$ cat config.mk
export PLATFORM = sky130hd
export DESIGN_NAME = ahb_mtx_rr_arb
export DESIGN_NICKNAME = d
export VERILOG_FILES = /design/src/rtl/ahb_mtx_pkg.sv /design/src/rtl/ahb_mtx_rr_pick.sv /design/src/rtl/ahb_mtx_rr_arb.sv
export SDC_FILE = /design/constraint.sdc
export NUM_CORES = 1
export LEC_CHECK = 0
export BUFFER_PORTS_ARGS = -buffer_cell sky130_fd_sc_hd__buf_2
export CAP_MARGIN = 40
export CORE_MARGIN = 3
export CORE_UTILIZATION = 40
export DETAILED_ROUTE_END_ITERATION = 10
export GPL_TIMING_DRIVEN = 0
export PLACE_DENSITY = 0.69
export SLEW_MARGIN = 40
export SYNTH_ARGS = -nofsm -noshare
export SYNTH_HDL_FRONTEND = slang
export SYNTH_SLANG_ARGS = --single-unit
$ cat constraint.sdc
create_clock -name HCLK -period 6.2 [get_ports HCLK]
set_clock_uncertainty 0.2 [all_clocks]
set_input_delay 0.62 -clock HCLK [delete_from_list [all_inputs] [get_ports HCLK]]
set_output_delay 0.62 -clock HCLK [all_outputs]
set_load 0.02 [all_outputs]
$ cat src/rtl/ahb_mtx_pkg.sv
// ---------------------------------------------------------------------------
// ahb_mtx_pkg
// Shared AHB bus-matrix definitions: HTRANS / HBURST encodings and the
// fixed-length burst beat count helper used by the output-stage arbiter.
// ---------------------------------------------------------------------------
package ahb_mtx_pkg;

    // HTRANS encodings
    localparam logic [1:0] HTRANS_IDLE   = 2'b00;
    localparam logic [1:0] HTRANS_BUSY   = 2'b01;
    localparam logic [1:0] HTRANS_NONSEQ = 2'b10;
    localparam logic [1:0] HTRANS_SEQ    = 2'b11;

    // HBURST encodings
    localparam logic [2:0] HBURST_SINGLE = 3'b000;
    localparam logic [2:0] HBURST_INCR   = 3'b001;
    localparam logic [2:0] HBURST_WRAP4  = 3'b010;
    localparam logic [2:0] HBURST_INCR4  = 3'b011;
    localparam logic [2:0] HBURST_WRAP8  = 3'b100;
    localparam logic [2:0] HBURST_INCR8  = 3'b101;
    localparam logic [2:0] HBURST_WRAP16 = 3'b110;
    localparam logic [2:0] HBURST_INCR16 = 3'b111;

    // Number of beats in a fixed-length burst. SINGLE and undefined-length
    // INCR report 1; INCR is held separately by the arbiter.
    function automatic logic [4:0] burst_beats(input logic [2:0] hburst);
        logic [4:0] beats;
        case (hburst)
            HBURST_WRAP4,  HBURST_INCR4:  beats = 5'd4;
            HBURST_WRAP8,  HBURST_INCR8:  beats = 5'd8;
            HBURST_WRAP16, HBURST_INCR16: beats = 5'd16;
            default:                      beats = 5'd1;
        endcase
        return beats;
    endfunction

endpackage

$ cat src/rtl/ahb_mtx_rr_pick.sv
// ---------------------------------------------------------------------------
// ahb_mtx_rr_pick
// Combinational rotating-priority encoder. Searches req upward starting at
// last_grant+1 (wrapping modulo NUM_PORTS) and returns the first requester.
//
// Ports:
//   req        in  NUM_PORTS  per-port request vector
//   last_grant in  PORT_W     most recently granted port (< NUM_PORTS)
//   pick       out PORT_W     selected port (0 when no request)
//   any_req    out 1          at least one request present
// ---------------------------------------------------------------------------
module ahb_mtx_rr_pick
    import ahb_mtx_pkg::*;
#(
    parameter int NUM_PORTS = 4,
    parameter int PORT_W    = 4
) (
    input  logic [NUM_PORTS-1:0] req,
    input  logic [PORT_W-1:0]    last_grant,
    output logic [PORT_W-1:0]    pick,
    output logic                 any_req
);

    // One extra bit so last_grant + i never overflows before the wrap.
    logic [PORT_W:0] cand;

    always_comb begin
        pick    = '0;
        any_req = 1'b0;
        cand    = '0;
        // i = NUM_PORTS revisits last_grant itself, allowing a re-grant
        // when it is the only requester.
        for (int i = 1; i <= NUM_PORTS; i++) begin
            cand = {1'b0, last_grant} + (PORT_W+1)'(i);
            if (cand >= (PORT_W+1)'(NUM_PORTS)) begin
                cand = cand - (PORT_W+1)'(NUM_PORTS);
            end
            if (!any_req && req[cand[PORT_W-1:0]]) begin
                any_req = 1'b1;
                pick    = cand[PORT_W-1:0];
            end
        end
    end

endmodule

$ cat src/rtl/ahb_mtx_rr_arb.sv
// ---------------------------------------------------------------------------
// ahb_mtx_rr_arb
// Round-robin arbiter for a bus-matrix output stage. Chooses which input
// port owns the shared slave's address phase and holds that choice for the
// whole of a locked sequence or burst.
//
// Ports:
//   HCLK         in  1          AHB clock, rising edge
//   HRESET       in  1          asynchronous active-high reset
//   req_port     in  NUM_PORTS  per-port request (transfer AND HSEL)
//   HREADYM      in  1          output-stage HREADY; gates every update
//   HSELM        in  1          HSEL driven by the output stage
//   HTRANSM      in  2          HTRANS driven by the output stage
//   HBURSTM      in  3          HBURST driven by the output stage
//   HMASTLOCKM   in  1          masked HMASTLOCK
//   addr_in_port out PORT_W     registered granted port index
//   no_port      out 1          registered; 1 = no port granted
//
// Handshake: HREADYM acts as the ready of the address phase. The driven
// HTRANS/HBURST/HSEL are only meaningful on an edge where HREADYM=1; on
// any other edge every register holds its value.
// ---------------------------------------------------------------------------
module ahb_mtx_rr_arb
    import ahb_mtx_pkg::*;
#(
    parameter int NUM_PORTS = 4,
    parameter int PORT_W    = 4
) (
    input  logic                 HCLK,
    input  logic                 HRESET,
    input  logic [NUM_PORTS-1:0] req_port,
    input  logic                 HREADYM,
    input  logic                 HSELM,
    input  logic [1:0]           HTRANSM,
    input  logic [2:0]           HBURSTM,
    input  logic                 HMASTLOCKM,
    output logic [PORT_W-1:0]    addr_in_port,
    output logic                 no_port
);

    localparam logic [PORT_W-1:0] LAST_PORT = PORT_W'(NUM_PORTS - 1);

    logic [PORT_W-1:0] addr_in_port_q, addr_in_port_d;
    logic              no_port_q,      no_port_d;
    logic [PORT_W-1:0] last_grant_q,   last_grant_d;
    logic [3:0]        beat_cnt_q,     beat_cnt_d;

    logic [3:0]        next_cnt;
    logic [4:0]        burst_len;
    logic              hold;
    logic [PORT_W-1:0] pick;
    logic              any_req;

    ahb_mtx_rr_pick #(
        .NUM_PORTS (NUM_PORTS),
        .PORT_W    (PORT_W)
    ) u_pick (
        .req        (req_port),
        .last_grant (last_grant_q),
        .pick       (pick),
        .any_req    (any_req)
    );

    assign burst_len = burst_beats(HBURSTM);

    // Beats remaining after the current address phase. Anything other than
    // a selected NONSEQ/SEQ/BUSY ends the burst early.
    always_comb begin
        next_cnt = 4'd0;
        if (HSELM) begin
            case (HTRANSM)
                HTRANS_NONSEQ: next_cnt = 4'(burst_len - 5'd1);
                HTRANS_SEQ:    next_cnt = (beat_cnt_q == 4'd0) ? 4'd0 : beat_cnt_q - 4'd1;
                HTRANS_BUSY:   next_cnt = beat_cnt_q;
                default:       next_cnt = 4'd0;
            endcase
        end
    end

    // Undefined-length INCR has no beat count, so it is held for as long
    // as the owner keeps driving a non-IDLE transfer to this slave.
    assign hold = HMASTLOCKM
                | (next_cnt != 4'd0)
                | (HSELM && (HBURSTM == HBURST_INCR) && (HTRANSM != HTRANS_IDLE));

    always_comb begin
        addr_in_port_d = addr_in_port_q;
        no_port_d      = no_port_q;
        last_grant_d   = last_grant_q;
        beat_cnt_d     = beat_cnt_q;
        if (HREADYM) begin
            beat_cnt_d = next_cnt;
            // A hold only protects an existing owner; with no_port set the
            // stage is idle and free to arbitrate.
            if (hold && !no_port_q) begin
                addr_in_port_d = addr_in_port_q;
            end else if (any_req) begin
                addr_in_port_d = pick;
                last_grant_d   = pick;
                no_port_d      = 1'b0;
            end else begin
                no_port_d = 1'b1;
            end
        end
    end

    always_ff @(posedge HCLK or posedge HRESET) begin
        if (HRESET) begin
            addr_in_port_q <= '0;
            no_port_q      <= 1'b1;
            last_grant_q   <= LAST_PORT;
            beat_cnt_q     <= 4'd0;
        end else begin
            addr_in_port_q <= addr_in_port_d;
            no_port_q      <= no_port_d;
            last_grant_q   <= last_grant_d;
            beat_cnt_q     <= beat_cnt_d;
        end
    end

    assign addr_in_port = addr_in_port_q;
    assign no_port      = no_port_q;

endmodule
==> results.txt <==
#FFs+latches synth -> 11
syn_area_per_cell -> 8.750 µm²
CTS Buffer Depth -> 2
Seq/Total Area, Yosys -> 20.84%
post-synthesis cell type count -> 47
endpoints failing setup -> 0
outcome -> finished, final reports clean
Final TNS setup -> 0 ns
vias in the first global route -> 1177
final WL -> 3.055 mm
M1 GR Usage -> 21.81%
HPWL Detailed -> 2.446 mm
GP Congestion -> 0.8678
Vias/cell -> 5.843
initial antenna violation count -> 0
max-slew violations -> 0
leakage -> 0.6495 nW
CTS buffer count -> 3
synth warn -> 0
top_reg_cell synth -> dfrtp_1
Largest delay share family, worst path -> buffers and inverters
total core area -> 0.003128 mm²
Worst path max stage delay -> 0.59 ns
drt pass-1 iters -> 4
Resize count post-CTS -> 0
die area -> 0.004077 mm²
GR Util met2 -> 24.90%
die height -> 63.85 µm
I/O pin cnt -> 19
Final min period -> 3.882 ns
worst path bufs/invs -> 4
clock-pin slew on the worst setup and hold paths -> 0.07 ns
Initial Util -> 42.80%
WL/cell -> 14.08 µm
CP dominant cell by count -> clkbuf_1
overall die width -> 63.85 µm
Worst Setup End Kind -> flip-flop
total gr overflow -> 0
ant diodes -> 0
CP arrival -> 3.84 ns
final hold vios -> 0
Gate Count Post-Synth -> 153
H-tree lvl count -> 1
Power per Cell Area -> 506.6 mW/mm²
area of the mapped netlist -> 0.001339 mm²
FP Rows -> 20
crit-path cells -> buf_6 -> clkbuf_1 -> inv_1 -> ha_1 -> clkbuf_1 -> mux4_2 -> or2_4 -> o31a_1 -> o21a_4 -> mux2_4
syn_nets -> 182
layout cells sized above 1 -> 22.54%
CP Class -> flip-flop to flip-flop
fin cells -> 217
Final Cycle Share -> 62.62%
most frequent cells in the layout -> buf_2, ha_1, inv_1
PortBufs -> 16
Final Power -> 0.7607 mW
Post-route DRC -> 0
CTS tree -> built
Peak Freq -> 257.6 MHz
Worst Path Required -> 6.16 ns
RSZ-0062 raised after global routing -> false
Max IR drop VDD -> 0.3151 mV
GRT Max-Usage Layer -> met2
met3 usage -> 4.218%
commonest non-fill, non-tap cell in the layout -> buf_2
clk_lat worst skew -> 0.27 ns
Net count, final -> 203
critical path startpoint category -> flip-flop
worst relative slew slack -> 68.83%
Post-CTS Hold Buffers -> 0
CTS Sinks -> 11
max_cap viols -> 0
Placed Cells -> 213
first-pass GRT wire length -> 5.306 mm
via count -> 1268
EDFF count, synth -> 0
slowest CP cell -> dfstp_2
Area growth syn-to-layout -> 12.15%
initial DRC count -> 83
GRT Total Usage -> 15.90%
Routed Antenna Nets -> 0
Post-synth ARST share -> 100.0%
number of post-CTS setup repair buffers -> 0
CTS root buffer -> clkbuf_4
Min-Delay Path Class -> primary input to async pin
Crit Path Max Fanout -> 10
pin count of the biggest net entering global routing -> 12
slew at the pin with the worst max-slew slack -> 0.4675 ns
## Yosys cell counts, drive strengths merged (2+ instances only)
cell type / n / area (µm²)
a21oi: 11 / 55.05
a221oi: 5 / 43.79
a32o: 2 / 20.02
a32oi: 3 / 26.28
buf: 5 / 36.28
clkbuf: 4 / 15.01
dfrtp: 8 / 200.2
dfstp: 3 / 78.83
ha: 15 / 187.7
inv: 14 / 52.55
mux2: 4 / 48.79
mux2i: 2 / 20.02
mux4: 4 / 93.84
nand2: 9 / 33.78
nand3: 5 / 25.02
nand3b: 2 / 15.01
nor2: 11 / 41.29
nor2b: 3 / 18.77
nor3: 3 / 15.01
nor3b: 2 / 15.01
o211ai: 2 / 15.01
o21a: 4 / 37.53
o21ai: 5 / 25.02
o22ai: 4 / 25.02
or2: 2 / 15.02
xnor2: 6 / 52.55
## worst reg2reg max path, delay by kind of cell, from the launching register on
family / cells / cell delay [ns]
flip-flops: 1 / 0.59
multiplexers: 2 / 0.75
adder cells (fa/ha/maj): 1 / 0.32
AND/OR/NAND/NOR: 1 / 0.31
AO/OA/AOI/OAI: 2 / 0.53
buffers and inverters: 4 / 1.08
## final timing paths
check,from,to,slack (ns),cells past startpoint
worst min-delay path,HRESET,beat_cnt_q[2],0.12,2
worst min register to register,addr_in_port[1],addr_in_port[1],0.30,1
min in group HCLK,addr_in_port[1],addr_in_port[1],0.30,1
max in group asynchronous,HRESET,last_grant_q[1],5.35,2
worst max register to register,last_grant_q[0],addr_in_port[3],2.32,10
worst max-delay path,last_grant_q[0],addr_in_port[3],2.32,10
## cell families (layout without fill, tap and decap cells)
family	after synthesis	in the layout	synth area share (%)
simple gates	44	44	17.76
mux	10	10	12.15
buf+inv	23	43	7.756
fa+ha+maj	15	15	14.02
flops	11	11	20.84
xor+xnor	7	7	4.580
compound gates	43	43	22.90
## cell type report
cell class / count / area, µm²
fillers: 308 / 1627
inverters: 14 / 52.55
clock inverters: 1 / 5.005
clock buffers: 3 / 22.52
repair buffers: 16 / 80.08
flip-flops and latches: 11 / 279.0
plain buffers: 9 / 51.30
multi-input cells: 119 / 955.9
well taps: 44 / 55.05
## routing by layer
metal  up-vias  share of wire [%]
met1       594                 43
met4         0                1.3
met5         -                  0
li1        615                  -
met3         6                7.7
met2        53                 48
## state kept, by name, summed over array words and instances, names as in the netlist
register / flops
addr_in_port: 4
no_port: 1
beat_cnt_q: 4
last_grant_q: 2
## through the flow
step | instance area [µm²] | utilization, % | worst slack [ns] | hold slack [ns]
2_1_floorplan | 1339 | - | 2.810 | 0.2703
3_3_place_gp | 1474 | 47.12 | 2.395 | 0.2734
3_5_place_dp | 1474 | 47.12 | 2.361 | 0.2884
4_1_cts | 1501 | 48.00 | 2.343 | 0.1331
5_1_grt | 1501 | 48.00 | 2.117 | 0.1461
6_report | 1501 | 48.00 | 2.318 | 0.1238
## report_power, final
part / switching, mW / total [mW] / internal [mW]
Sequential: 0.0273 / 0.128 / 0.100
Combinational: 0.326 / 0.584 / 0.258
Clock: 0.0249 / 0.0488 / 0.0239
Power figures use the tool's default switching activity.
